`src/rtl/gullfaxi_collector_if.sv`:
```
// rtl/gullfaxi_collector_if.sv - Gullfaxi switch-port and queue-side signal bundle
// The master side is the switch ports plus the downstream sink; the slave side is the collector.
interface gullfaxi_collector_if;
    logic [2:0]      p_start;
    logic [2:0][5:0] p_length;
    logic [2:0][7:0] p_data;
    logic [2:0]      p_end;
    logic [2:0]      p_req;
    logic [2:0]      p_grant;
    logic            q_valid;
    logic [7:0]      q_data;
    logic            q_end;
    logic [1:0]      q_src;
    logic            q_ready;

    modport master (
        output p_start, p_length, p_data, p_end, p_req, q_ready,
        input  p_grant, q_valid, q_data, q_end, q_src
    );
    modport slave (
        input  p_start, p_length, p_data, p_end, p_req, q_ready,
        output p_grant, q_valid, q_data, q_end, q_src
    );
endinterface

```
`src/rtl/gullfaxi_collector.sv`:
```
// rtl/gullfaxi_collector.sv - Gullfaxi three-port packet collector with credit-checked byte FIFO
// Ports are granted round-robin only when their whole packet fits; bytes leave tagged with source and end flag.
module gullfaxi_collector #(
    parameter int DEPTH    = 64,
    parameter int LOGDEPTH = 6,
    parameter int START_TO = 15
) (
    input  logic                clk,
    input  logic                reset,
    gullfaxi_collector_if.slave bus,
    output logic                err
);
    localparam int CW = LOGDEPTH + 1;
    localparam int TW = (START_TO > 1) ? $clog2(START_TO) : 1;

    typedef enum logic [1:0] {IDLE, WAIT_START, RECV} state_t;

    state_t              state;
    logic [1:0]          rr, port, win, cand;
    logic [5:0]          len, cnt, cnt_w, win_len;
    logic [TW-1:0]       tmr;
    logic [CW-1:0]       cred, free, add, rel, mcnt;
    logic [2:0]          grant;
    logic                hit, fits, bad, done, timeout, pop;
    logic                cur_start, cur_end, wr_en, wr_end;
    logic                load, mem_rd, mem_wr, bypass;
    logic [10:0]         mem [DEPTH];
    logic [10:0]         wr_word;
    logic [LOGDEPTH-1:0] rd_ptr, wr_ptr;
    logic                q_valid, q_end;
    logic [7:0]          q_data;
    logic [1:0]          q_src;

    function automatic logic [1:0] next_port(input logic [1:0] p);
        return (p == 2'd2) ? 2'd0 : p + 2'd1;
    endfunction

    assign cur_start = bus.p_start[port];
    assign cur_end   = bus.p_end[port];
    assign free      = CW'(DEPTH) - cred;
    assign pop       = q_valid & bus.q_ready;
    assign wr_word   = {port, wr_end, bus.p_data[port]};

    // Only the first requester from rr competes; if it does not fit yet it holds the others off.
    always_comb begin
        hit  = 1'b0;
        win  = 2'd0;
        cand = rr;
        for (int i = 0; i < 3; i++) begin
            if (!hit && bus.p_req[cand]) begin
                hit = 1'b1;
                win = cand;
            end
            cand = next_port(cand);
        end
        win_len = bus.p_length[win];
        fits    = (win_len != 6'd0) && (CW'(win_len) <= free);
    end

    always_comb begin
        wr_en   = 1'b0;
        bad     = 1'b0;
        add     = '0;
        rel     = '0;
        done    = 1'b0;
        timeout = 1'b0;
        cnt_w   = cnt;
        case (state)
            IDLE: begin
                if (hit && win_len == 6'd0) bad = 1'b1;
                else if (hit && fits)      add = CW'(win_len);
            end
            WAIT_START: begin
                bad = |((bus.p_start | bus.p_end) & ~(3'b001 << port));
                if (cur_start) begin
                    wr_en = 1'b1;
                    cnt_w = 6'd1;
                    done  = cur_end;
                end else if (tmr == TW'(START_TO - 1)) begin
                    timeout = 1'b1;
                    bad     = 1'b1;
                    rel     = CW'(len);
                end
            end
            RECV: begin
                if (cnt < len) begin
                    wr_en = 1'b1;
                    cnt_w = cnt + 6'd1;
                end else begin
                    bad = 1'b1;
                end
                done = cur_end;
            end
            default: ;
        endcase
        // A short packet gives back the reservation it never used.
        if (done && cnt_w < len) begin
            bad = 1'b1;
            rel = CW'(len - cnt_w);
        end
        wr_end = cur_end | (cnt_w == len);
    end

    always_comb begin
        load   = !q_valid || bus.q_ready;
        mem_rd = load && (mcnt != '0);
        bypass = load && (mcnt == '0) && wr_en;
        mem_wr = wr_en && !bypass;
    end

    always_ff @(posedge clk) begin
        if (reset) begin
            state <= IDLE;
            rr    <= 2'd0;
            port  <= 2'd0;
            len   <= 6'd0;
            cnt   <= 6'd0;
            tmr   <= '0;
            grant <= 3'b000;
            err   <= 1'b0;
            cred  <= '0;
        end else begin
            grant <= 3'b000;
            err   <= bad;
            cred  <= cred + add - rel - CW'(pop);
            case (state)
                IDLE: begin
                    if (hit && win_len == 6'd0) begin
                        rr <= next_port(win);
                    end else if (hit && fits) begin
                        port  <= win;
                        len   <= win_len;
                        rr    <= next_port(win);
                        grant <= 3'b001 << win;
                        tmr   <= '0;
                        state <= WAIT_START;
                    end
                end
                WAIT_START: begin
                    if (cur_start) begin
                        cnt   <= cnt_w;
                        state <= cur_end ? IDLE : RECV;
                    end else if (timeout) begin
                        state <= IDLE;
                    end else begin
                        tmr <= tmr + TW'(1);
                    end
                end
                RECV: begin
                    cnt <= cnt_w;
                    if (cur_end) state <= IDLE;
                end
                default: state <= IDLE;
            endcase
        end
    end

    always_ff @(posedge clk) begin
        if (mem_wr) mem[wr_ptr] <= wr_word;
    end

    // The output register is the FIFO head, so an empty FIFO presents a byte the cycle after it is written.
    always_ff @(posedge clk) begin
        if (reset) begin
            rd_ptr  <= '0;
            wr_ptr  <= '0;
            mcnt    <= '0;
            q_valid <= 1'b0;
            q_data  <= 8'd0;
            q_end   <= 1'b0;
            q_src   <= 2'd0;
        end else begin
            if (mem_rd) begin
                {q_src, q_end, q_data} <= mem[rd_ptr];
                q_valid                <= 1'b1;
                rd_ptr                 <= rd_ptr + LOGDEPTH'(1);
            end else if (bypass) begin
                {q_src, q_end, q_data} <= wr_word;
                q_valid                <= 1'b1;
            end else if (load) begin
                q_valid <= 1'b0;
            end
            if (mem_wr) wr_ptr <= wr_ptr + LOGDEPTH'(1);
            mcnt <= mcnt + CW'(mem_wr) - CW'(mem_rd);
        end
    end

    assign bus.p_grant = grant;
    assign bus.q_valid = q_valid;
    assign bus.q_data  = q_data;
    assign bus.q_end   = q_end;
    assign bus.q_src   = q_src;
endmodule

```
`src/flat_wrapper.sv`:
```
// flat-port wrapper written by rule: the top's interface ports become plain ports
module gullfaxi_collector_flat 
#(
    parameter int DEPTH    = 64,
    parameter int LOGDEPTH = 6,
    parameter int START_TO = 15
)
  (clk, reset, err, bus_p_start, bus_p_length, bus_p_data, bus_p_end, bus_p_req, bus_q_ready, bus_p_grant, bus_q_valid, bus_q_data, bus_q_end, bus_q_src);
  gullfaxi_collector_if bus_i ();
  input  logic clk;
  input  logic reset;
  output logic err;
  input wire logic [$bits(bus_i.p_start)-1:0] bus_p_start;
  input wire logic [$bits(bus_i.p_length)-1:0] bus_p_length;
  input wire logic [$bits(bus_i.p_data)-1:0] bus_p_data;
  input wire logic [$bits(bus_i.p_end)-1:0] bus_p_end;
  input wire logic [$bits(bus_i.p_req)-1:0] bus_p_req;
  input wire logic [$bits(bus_i.q_ready)-1:0] bus_q_ready;
  output wire logic [$bits(bus_i.p_grant)-1:0] bus_p_grant;
  output wire logic [$bits(bus_i.q_valid)-1:0] bus_q_valid;
  output wire logic [$bits(bus_i.q_data)-1:0] bus_q_data;
  output wire logic [$bits(bus_i.q_end)-1:0] bus_q_end;
  output wire logic [$bits(bus_i.q_src)-1:0] bus_q_src;
  assign bus_i.p_start = bus_p_start;
  assign bus_i.p_length = bus_p_length;
  assign bus_i.p_data = bus_p_data;
  assign bus_i.p_end = bus_p_end;
  assign bus_i.p_req = bus_p_req;
  assign bus_i.q_ready = bus_q_ready;
  assign bus_p_grant = bus_i.p_grant;
  assign bus_q_valid = bus_i.q_valid;
  assign bus_q_data = bus_i.q_data;
  assign bus_q_end = bus_i.q_end;
  assign bus_q_src = bus_i.q_src;
  gullfaxi_collector #(.DEPTH(DEPTH), .LOGDEPTH(LOGDEPTH), .START_TO(START_TO)) u_core (.clk(clk), .reset(reset), .bus(bus_i), .err(err));
endmodule
```
`config.mk`:
```
export PLATFORM = sky130hd
export DESIGN_NAME = gullfaxi_collector_flat
export DESIGN_NICKNAME = d
export VERILOG_FILES = /design/src/rtl/gullfaxi_collector_if.sv /design/src/rtl/gullfaxi_collector.sv /design/src/flat_wrapper.sv
export SDC_FILE = /design/constraint.sdc
export NUM_CORES = 1
export LEC_CHECK = 0
export ABC_AREA = 1
export BUFFER_PORTS_ARGS = -buffer_cell sky130_fd_sc_hd__buf_4
export CORE_ASPECT_RATIO = 1.4
export CORE_MARGIN = 4
export CORE_UTILIZATION = 35
export CTS_BUF_LIST = sky130_fd_sc_hd__clkbuf_8
export CTS_CLUSTER_DIAMETER = 200
export DETAILED_ROUTE_END_ITERATION = 6
export PLACE_DENSITY_LB_ADDON = 0.12
export SLEW_MARGIN = 20
export SYNTH_ARGS = -nofsm -noshare
export SYNTH_HDL_FRONTEND = slang
export SYNTH_SLANG_ARGS = --single-unit
```
`constraint.sdc`:
```
create_clock -name clk -period 8.3 [get_ports clk]
set_clock_uncertainty 0.2 [all_clocks]
set_input_delay 1.66 -clock clk [delete_from_list [all_inputs] [get_ports clk]]
set_output_delay 1.66 -clock clk [all_outputs]
set_load 0.1 [all_outputs]
```
==> reports/summary.txt <==
P_sw: 0.005249 W
commonest non-fill, non-tap cells in the layout: edfxtp_1, nor2_1, o21ai_0
R2R Setup Slk: 1.59 ns
reg2reg start: u_core.port[0]
first-pass GRT wire length: 140.9 mm
R2R cell count: 40
PortBufs: 69
origin of the worst setup path: u_core.port[0]
gr usage total: 0.1899
CP Launch Type: flop
Die W: 265.7 um
Top FF cell, synth: edfxtp_1
vias in the first global route: 22190
sequential share of power: 0.399
Clock power frac: 0.231
reg2reg end: u_core.cred[6]
Clock Root Buffer: clkbuf_8
maximum clock frequency: 149.1 MHz
#FFs+latches synth: 774
grt ovf: 0
max-slew violations: 0
commonest non-fill, non-tap cell in the layout: edfxtp_1
leakage: 12.49 nW
antenna violation net count after detailed routing: 0
post-synthesis sequential area ratio: 0.6927
Slew @ Worst Pin: 1.081 ns
VDD IR max: 0.3731 mV
I/O pins: 70
Avg Cell Area, Syn: 11.96 um^2
Routed WL: 95.23 mm
CTS tree: done
Distinct cells, synth: 53
row cnt: 132
routed length per instance: 23.15 um
share of cells above drive strength 1: 0.1280
synth warn: 0
final net count: 2919
largest net degree at the start of global routing: 171
CP required: 8.82 ns
Die Height: 368.8 um
hold path depth: 2
H-tree depth: 3
Post-synth EDFFs: 704
Final period util: 0.8080
Residual DRC: 0
crit path DAT: 7.23 ns
critical path's slowest cell: buf_4
Starting Density: 0.3525
Final setup violation count: 0
Setup Buffers After CTS: 0
Setup TNS Final: 0 ns
hold buffers post-CTS: 0
Setup Crit Path Kind: flop to flop
die area: 97990 um^2
switch share: 0.4039
Max Cap Violations: 0
RePlAce Congestion: 0.8418
CP Max Fanout: 66
post-detail-place hpwl: 54.38 mm
Critical Path End: u_core.cred[6]
P&R area growth vs syn: 13.14%
post_cts resized: 0
Fin. Hold Viols: 0
Fill cells: 8738
clock-pin transition on the worst setup and hold timing paths: 0.07 ns
initial antenna violation count: 1
clock sinks: 774
HP Class: flop to flop
total power density per cell area: 353.0 nW/um^2
Total Power: 0.01300 W
Comb pwr share: 0.370
asr flop ratio synth: 0
Max stage delay on crit path: 0.53 ns
Most common cell on crit path: nor2_1
Initial DRC Count: 1391
status: completed
Placeable Area: 92320 um^2
clock buffer depth: 3
drt pass-1 iters: 5
Vias: 21920
Worst-Skew Late Latency: 0.79 ns
Slew headroom: 0.2766
mapped cell area: 32540 um^2
RSZ-0062 raised after global routing: false
Syn Nets: 2828
crit path capture type: flop
internal power: 0.007748 W
Cells after Synth: 2721
Num CTS Buffers: 115
Final min period: 6.706 ns
DR vias/cell: 5.328
==> synth_stat cells, types with 12 or more instances <==
master / number / area (um^2)
ha_1: 44 / 550.5
o21ai_0: 415 / 2077
nand2_1: 139 / 521.8
inv_1: 123 / 461.7
o221ai_1: 137 / 1200
o311ai_0: 12 / 105.1
nor3_1: 12 / 60.06
clkbuf_1: 151 / 566.8
o22ai_1: 41 / 256.5
nand3_1: 169 / 845.8
dfxtp_1: 70 / 1401
a21oi_1: 48 / 240.2
nor2_1: 511 / 1918
edfxtp_1: 704 / 21140
==> metal layers <==
| layer | track usage | vias to the layer above | wire length [um] |
|---|---|---|---|
| li1 | - | 10220 | - |
| met1 | 0.2377 | 10960 | 39250 |
| met2 | 0.3366 | 584 | 48980 |
| met3 | 0.03007 | 159 | 4164 |
| met4 | 0.06117 | 0 | 2842 |
| met5 | 0 | - | 0 |
==> worst min-delay path by stage <==
stage / endpoint / start
2_1_floorplan: flop / u_core.rd_ptr[3]
3_3_place_gp: u_core.rd_ptr[3] / u_core.rd_ptr[3]
3_5_place_dp: u_core.rd_ptr[3] / u_core.rd_ptr[3]
4_1_cts: u_core.rd_ptr[3] / u_core.rd_ptr[3]
5_1_grt: flop / u_core.rd_ptr[4]
6_report: u_core.rd_ptr[3] / u_core.rd_ptr[3]
==> worst max-delay path, delay by kind of cell (launching register included) <==
family	cells	cell delay, ns
xor gates and xnor gates	1	0.15
AOI/OAI and AO/OA	6	0.77
and+or+nand+nor	23	2.29
DFF	1	0.34
adders and majority gates	4	1.90
buffers and inverters	6	0.98
==> kinds of logic after synthesis <==
group           synth area share
compound gates            0.1315
xor+xnor                0.004037
flops                     0.6927
buf+inv                  0.03472
simple gates              0.1146
fa+ha+maj                0.02245
==> flip-flops by register name, summed over array words and instances, names as in the netlist, named ones only <==
register / count
u_core.bus.p_grant: 3
u_core.bus.q_data: 8
u_core.bus.q_end: 1
u_core.bus.q_src: 2
u_core.bus.q_valid: 1
u_core.cnt: 6
u_core.cred: 7
u_core.err: 1
u_core.len: 6
u_core.mcnt: 7
u_core.mem: 704
u_core.port: 2
u_core.rd_ptr: 6
u_core.rr: 2
u_core.state: 2
u_core.tmr: 4
u_core.wr_ptr: 6
==> power groups by stage <==
stage	combinational, W	sequential (W)	clock (W)
floorplan	0.00291	0.00546	0
global placement	0.00479	0.00527	0
detailed placement	0.00487	0.00527	0
CTS	0.00488	0.00519	0.00309
global route	0.00535	0.00521	0.00325
finish	0.00481	0.00519	0.00300
==> stage by stage <==
stage	std cells	area (um^2)	utilization	setup slack (ns)	hold WS (ns)
after global placement	3901	34580	0.3746	0.7936	0.2658
after CTS	4112	36800	0.3985	1.597	0.2954
after floorplan	2721	32540	-	1.684	0.2468
after detailed placement	3901	34620	0.3750	0.9064	0.2856
final	4114	36820	0.3988	1.594	0.2911
after global routing	4113	36820	0.3988	0.8660	0.3182
==> area by class of cell <==
class | count | area, um^2 | area share
timing repair buffer | 139 | 1094 | 0.02970
antenna | 2 | 5.005 | 0.0001359
multi-input combinational | 1650 | 8975 | 0.2438
sequential | 774 | 22560 | 0.6126
inverter | 132 | 508.0 | 0.01380
tap | 1206 | 1509 | 0.04098
clock buffer | 118 | 1624 | 0.04411
clock inverter | 93 | 548.0 | 0.01488
Note: power is estimated with default switching activity, not from simulation.
